===== config.mk =====
export PLATFORM = sky130hd
export DESIGN_NAME = pll_lock_reset_seq
export DESIGN_NICKNAME = d
export VERILOG_FILES = /design/src/rtl/pll_lock_reset_seq.sv
export SDC_FILE = /design/constraint.sdc
export NUM_CORES = 1
export LEC_CHECK = 0
export ABC_CLOCK_PERIOD_IN_PS = 2600
export CAP_MARGIN = 5
export CORE_AREA = 2 2 74 59
export CTS_CLUSTER_DIAMETER = 50
export CTS_CLUSTER_SIZE = 10
export DETAILED_ROUTE_END_ITERATION = 6
export DIE_AREA = 0 0 76 61
export PLACE_DENSITY = 0.77
export SLEW_MARGIN = 20
export SYNTH_ARGS = -nofsm -noshare
export SYNTH_HDL_FRONTEND = slang
export SYNTH_SLANG_ARGS = --single-unit

===== constraint.sdc =====
create_clock -name clk -period 2.6 [get_ports clk]
set_input_delay 0.26 -clock clk [delete_from_list [all_inputs] [get_ports clk]]
set_output_delay 0.26 -clock clk [all_outputs]
set_load 0.1 [all_outputs]

===== src/rtl/pll_lock_reset_seq.sv =====
// PLL lock qualifier and reset sequencer on the free-running RC oscillator clock.
// Drives the PLL async reset, qualifies LOCK over a settle window, and keeps lock-loss/retry statistics.
module pll_lock_reset_seq #(
    parameter int unsigned SYNC_STAGES   = 2,
    parameter int unsigned ARST_CYCLES   = 16,
    parameter int unsigned LOCK_TIMEOUT  = 65535,
    parameter int unsigned SETTLE_CYCLES = 1024,
    parameter int unsigned CNT_W         = 8
) (
    input  logic             clk,
    input  logic             rst,
    input  logic             lock_i,
    input  logic             sw_rearm,
    input  logic             clr_stats,
    output logic             pll_arst_n,
    output logic             core_rst,
    output logic             locked,
    output logic             timeout_err,
    output logic [CNT_W-1:0] loss_cnt,
    output logic [CNT_W-1:0] retry_cnt
);

    localparam int unsigned MAX_AW = (ARST_CYCLES > LOCK_TIMEOUT) ? ARST_CYCLES : LOCK_TIMEOUT;
    localparam int unsigned MAX_ALL = (MAX_AW > SETTLE_CYCLES) ? MAX_AW : SETTLE_CYCLES;
    localparam int unsigned TW = (MAX_ALL > 1) ? $clog2(MAX_ALL) : 1;

    typedef enum logic [1:0] {
        ST_ARST      = 2'd0,
        ST_WAIT_LOCK = 2'd1,
        ST_SETTLE    = 2'd2,
        ST_RUN       = 2'd3
    } state_t;

    state_t                 state;
    state_t                 state_nxt;
    logic [TW-1:0]          cnt;
    logic [TW-1:0]          cnt_nxt;
    logic [SYNC_STAGES-1:0] sync_q;
    logic                   lock_s;
    logic                   restart;
    logic                   loss_evt;
    logic                   retry_evt;

    // LOCK synchroniser; the FSM only ever looks at the last stage
    always_ff @(posedge clk or posedge rst) begin
        if (rst) begin
            sync_q <= '0;
        end else begin
            sync_q <= {sync_q[SYNC_STAGES-2:0], lock_i};
        end
    end

    assign lock_s = sync_q[SYNC_STAGES-1];

    // Next state and cycle counter; sw_rearm overrides every FSM transition
    always_comb begin
        state_nxt = state;
        restart   = 1'b0;
        loss_evt  = 1'b0;
        retry_evt = 1'b0;
        cnt_nxt   = cnt;
        if (sw_rearm) begin
            state_nxt = ST_ARST;
            restart   = 1'b1;
        end else begin
            case (state)
                ST_ARST: begin
                    if (cnt == TW'(ARST_CYCLES - 1)) state_nxt = ST_WAIT_LOCK;
                end
                ST_WAIT_LOCK: begin
                    if (lock_s) begin
                        state_nxt = ST_SETTLE;
                    end else if (cnt == TW'(LOCK_TIMEOUT - 1)) begin
                        state_nxt = ST_ARST;
                        retry_evt = 1'b1;
                    end
                end
                ST_SETTLE: begin
                    if (!lock_s) begin
                        state_nxt = ST_WAIT_LOCK;
                    end else if (cnt == TW'(SETTLE_CYCLES - 1)) begin
                        state_nxt = ST_RUN;
                    end
                end
                ST_RUN: begin
                    if (!lock_s) begin
                        state_nxt = ST_WAIT_LOCK;
                        loss_evt  = 1'b1;
                    end
                end
                default: state_nxt = ST_ARST;
            endcase
        end
        // RUN has no timed exit, so the counter is frozen there to avoid wrapping
        if (restart || (state_nxt != state)) begin
            cnt_nxt = '0;
        end else if (state != ST_RUN) begin
            cnt_nxt = cnt + TW'(1);
        end
    end

    // State register with outputs decoded from the next state so they move on the same edge
    always_ff @(posedge clk or posedge rst) begin
        if (rst) begin
            state      <= ST_ARST;
            cnt        <= '0;
            pll_arst_n <= 1'b0;
            core_rst   <= 1'b1;
            locked     <= 1'b0;
        end else begin
            state      <= state_nxt;
            cnt        <= cnt_nxt;
            pll_arst_n <= (state_nxt != ST_ARST);
            core_rst   <= (state_nxt != ST_RUN);
            locked     <= (state_nxt == ST_RUN);
        end
    end

    // Status counters; clr_stats beats any same-cycle increment or set
    always_ff @(posedge clk or posedge rst) begin
        if (rst) begin
            timeout_err <= 1'b0;
            loss_cnt    <= '0;
            retry_cnt   <= '0;
        end else if (clr_stats) begin
            timeout_err <= 1'b0;
            loss_cnt    <= '0;
            retry_cnt   <= '0;
        end else begin
            if (retry_evt) begin
                timeout_err <= 1'b1;
                if (retry_cnt != '1) retry_cnt <= retry_cnt + CNT_W'(1);
            end
            if (loss_evt && (loss_cnt != '1)) loss_cnt <= loss_cnt + CNT_W'(1);
        end
    end

endmodule


-- Word-level counts from Yosys, hierarchy flattened
Cells that the tools add are included.
- bits of input ports: 5
- register bits: 40
- output and inout port bits: 20
- add/subtract/negate cells: 3
- equal/unequal tests: 12
- mux-type cells: 25
- reduce and logical (&&, ||, !) cells: 9
- operator list (kind ; count):
    2-to-1 mux 8 bit ; 5
    2-to-1 mux 16 bit ; 2
    adder 16 x 1 -> 16 bit (second input constant) ; 1
    adder 8 x 1 -> 8 bit (second input constant) ; 2
    equality test 16 x 10 -> 1 bit (second input constant) ; 1
    equality test 16 bit (second input constant) ; 1
    equality test 16 x 4 -> 1 bit (second input constant) ; 1
    != test 8 bit (second input constant) ; 2
    2-to-1 mux 2 bit ; 7
    2-to-1 mux 1 bit ; 10
    nonzero test 2 bit ; 5
    case mux 2 bit (4 select lines) ; 1
    equality test 2 bit (second input constant) ; 3
    != test 2 bit (second input constant) ; 2
    equality test 2 x 1 -> 1 bit (second input constant) ; 1
    zero test 2 bit ; 1
    != test 2 bit ; 1
    AND reduction 2 bit ; 1
    logical AND 1 bit ; 1
    logical OR 1 bit ; 1

-- Depth between registers and ports, before layout
- depth after elaboration: 8
- gate-level depth with buffers: 8

-- Worst setup path after synthesis
Ideal clock, no wire load.
- kind: register -> register
- from: register loss_cnt[0]
- to: register loss_cnt[5]
- period minus slack after synthesis: 2.298 ns
- slack: 0.302 ns
- cell stages (with the launch flop): 7
- arrival time: 2.166 ns
- path through: dfrtp_1 -> ha_1 -> nand3_1 -> o211ai_1 -> nor3_1 -> xnor2_1 -> nor2_1
- word-level cells in the longest chain between the ends: 3
- elaborated cells on any way between the ends: 6
- ends and longest elaborated chain (element ; RTL line ; text):
    start: declaration ; 19 ; output logic [CNT_W-1:0] loss_cnt,
    start signal: assignment ; 134 ; if (loss_evt && (loss_cnt != '1)) loss_cnt <= loss_cnt + CNT_W'(1);
    adder 8 x 1 -> 8 bit or != test 8 bit (tied branches) ; 134 ;
    2-to-1 mux 8 bit or logical AND 1 bit (tied branches) ; 134 ;
    2-to-1 mux 8 bit or nonzero test 2 bit (tied branches) ; n/a ;
Several ways; a longest one is shown, not always the timed one. The select of a mux whose other input is x is not followed.
A chain may end at the register's enable or synchronous reset.

-- Worst setup path after layout
- from: register cnt[0]
- to: register cnt[0]
- word-level cells in the longest chain between the ends: 8
- elaborated cells on any way between the ends: 16
- ends and longest elaborated chain (element ; RTL line ; text):
    start: declaration ; 36 ; logic [TW-1:0] cnt;
    start signal: assignment ; 112 ; cnt <= cnt_nxt;
    equality test 16 x 10 -> 1 bit or equality test 16 bit (tied branches) ; 81, 73 ;
    2-to-1 mux 2 bit (on tied branches) ; 81, 73 ;
    2-to-1 mux 2 bit (on tied branches) ; 79, 71 ;
    case mux 2 bit (4 select lines) ; 66 ; case (state)
    2-to-1 mux 2 bit ; 62 ; if (sw_rearm) begin
    != test 2 bit ; 95 ; if (restart || (state_nxt != state)) begin
    logical OR 1 bit ; 95 ;
    2-to-1 mux 16 bit or nonzero test 2 bit (tied branches) ; n/a ;
Several ways; a longest one is shown, not always the timed one. The select of a mux whose other input is x is not followed.

==> results.py <==
metrics = {
    "cts": {
        "cts_root_buf": "clkbuf_8",
        "post_cts_buffers": 0,
        "ctsLongestPathBuffers": 2,
        "cts_sinks": 40,
        "cts_tree": "yes",
        "cts_max_level": 2,
        "clkTransAtPathRegs_ns": 0.07,
        "clock_latency_ns": 0.28,
        "cts-buffers-inserted": 5,
    },
    "drt": {
        "drtIter0Drc": 83,
        "firstDrtPassIters": 5,
        "route.detailed.drc": 0,
        "ant_nets": 0,
        "avgRoutedWirePerCell_um": 12.9,
        "via_count": 1563,
        "routed_wl_um": 3790,
        "viasPerCell": 5.33,
    },
    "final_layout": {
        "layout_commonest_cell": "dfrtp_1",
        "diodes": 0,
        "drive_above_1_share": 0.176,
        "area_growth_pct": 16.3,
        "layout_common_cells": "dfrtp_1 (39), nor2_1 (34), buf_4 (23)",
        "fin_nets": 246,
    },
    "setup_path": {
        "required_ns": 2.78,
        "crit_path_end_kind": "flop",
        "rrSetupSlack_ns": 0.37,
        "rr_endpoint": "cnt[0]",
        "criticalPathCategory": "reg -> reg",
        "r2r_start": "cnt[0]",
        "critPathMaxFanout": 7,
        "rr_worst_depth": 6,
        "crit_arrival_ns": 2.41,
        "cp-start-kind": "flop",
    },
    "synth": {
        "syn_nets": 220,
        "syn_area_sq_um": 2070,
        "yosys_warnings": 0,
        "synth_edf_count": 0,
        "synth_area_leaders": "dfrtp_1 (47%), nor2_1 (6.2%), xor2_1 (5.5%), xnor2_1 (3.4%), nand4_1 (3.0%)",
        "ys_async_sr_fraction": 1.00,
        "ys.flop_type": "dfrtp_1",
        "yosysSeqAreaShare": 0.484,
        "synth-seq-cells": 40,
        "avgSynthCellArea_sq_um": 9.81,
        "synth.distinct_cells": 43,
        "netlist_instances": 211,
        "synth_top_area_cell": "dfrtp_1",
        "synth_top_area_share": 0.471,
    },
    "power": {
        "power.leakage_uw": 0.00106,
        "power_density_nw_per_um2": 454,
        "max-vdd-ir-drop_uv": 426,
    },
    "sta": {
        "hold_viol": 0,
        "whs_ns": 0.365,
        "final_max_slew_viol_count": 0,
        "tightest_slew_ns": 0.684,
        "rsz0062_at_grt": "false",
        "finClkSkew_ns": 0.00502,
        "min_period_over_period": 0.858,
        "fmax_ghz": 0.448,
        "min_period_ns": 2.23,
        "setup_viol": 0,
        "slew_headroom": 0.542,
        "setup_tns_ns": 0,
    },
    "floorplanning": {
        "fp.coreArea_sq_um": 3880,
        "core.rowCount": 20,
        "initial_utilization": 0.534,
        "die_w_um": 76,
        "io_pins": 25,
        "fp.dieH_um": 61,
        "die_area_sq_um": 4640,
    },
    "run": {
        "maxCapViolations": 0,
    },
    "status": {
        "status": "completed",
    },
    "placement": {
        "numPortBuffers": 24,
        "gp_congestion": 0.858,
        "place_hpwl_um": 2740,
    },
    "min_path": {
        "whs_path_depth": 0,
        "hold_path.startpoint": "sync_q[0]",
        "hp-class": "reg -> reg",
        "whs_endpoint": "sync_q[1]",
    },
    "grt": {
        "grt_max_degree": 41,
        "grt_pass1_wl_um": 6490,
        "grt_overflow_total": 0,
        "grt_pass1_vias": 1409,
        "grt_usage": 0.179,
        "antenna_found_initial": 0,
    },
}
==> report_power, final <==
part / internal, uW / switching [uW]
clock network: 211 / 194
registers: 628 / 9.25
logic: 17.1 / 32.8
total: 857 / 236
==> per-layer routing <==
metal | part of all wire | global-route usage | up-vias
met5 | 0 | 0 | -
met4 | 0.010 | 0.0545 | 0
met3 | 0.052 | 0.0536 | 2
met2 | 0.41 | 0.258 | 41
met1 | 0.53 | 0.264 | 728
li1 | - | - | 792
==> critical path, stage by stage (launching register included) <==
cell and delay, ns:
dfrtp_1 0.45, ha_1 0.25, nor4b_1 0.15, and4_1 0.22, a2111oi_2 0.62, nor3_1 0.18
a211oi_1 0.27
==> per-stage QoR <==
stage / total power, uW / cell area [sq um] / worst slack, ns / std cells / util
floorplan: 682 / 2070 / 0.302 / 211 / -
detailed placement: 700 / 2310 / 0.170 / 285 / 0.595
global route: 1140 / 2410 / 0.176 / 293 / 0.621
finish: 1090 / 2410 / 0.369 / 293 / 0.621
CTS: 1110 / 2400 / 0.156 / 293 / 0.619
global placement: 699 / 2310 / 0.245 / 285 / 0.595
==> kinds of logic after synthesis <==
kind of cell	synth area share
xor+xnor	0.0888
fa+ha+maj	0.0242
compound gates	0.0792
buf+inv	0.0363
simple gates	0.273
mux	0.0151
flops	0.484
==> worst max-delay path by stage <==
stage,startpoint,to,slack [ns],cells after the start
after floorplan,loss_cnt[0],loss_cnt[5],0.30,6
after global placement,cnt[0],cnt[11],0.24,7
after detailed placement,cnt[0],cnt[2],0.17,7
after CTS,cnt[0],cnt[7],0.16,7
after global routing,cnt[0],retry_cnt[6],0.18,7
final,cnt[0],cnt[0],0.37,6
==> area by class of cell <==
type                            count  area [sq um]
Multi-Input combinational cell    155          1000
Inverter                            8          30.0
Tap cell                           55          68.8
Fill cell                         314          1470
Clock buffer                        6          82.6
Timing Repair Buffer               27           213
Sequential cell                    40          1000
Clock inverter                      2          10.0
==> cell usage after synthesis, drive strengths merged (3+ instances only) <==
library cell and instances:
nand3 12, nand4 11, buf 3, and4 4
or3 5, nand2 13, clkbuf 5, nor2 34
inv 8, nor4 3, xnor2 8, o21ai 9
a21oi 9, dfrtp 39, xor2 13, nor3 9
ha 4
==> flip-flops by register name, summed over array words and instances (netlist names) <==
register     flops
cnt             16
loss_cnt         8
retry_cnt        8
state            2
sync_q           2
core_rst         1
locked           1
pll_arst_n       1
timeout_err      1
==> what timing repair did <==
item	4_1_cts	5_1_grt
gates resized for setup	0	1
hold buffers	0	0
endpoints found under the setup margin	0	13
No activity file was read; power rests on OpenSTA's default activity.
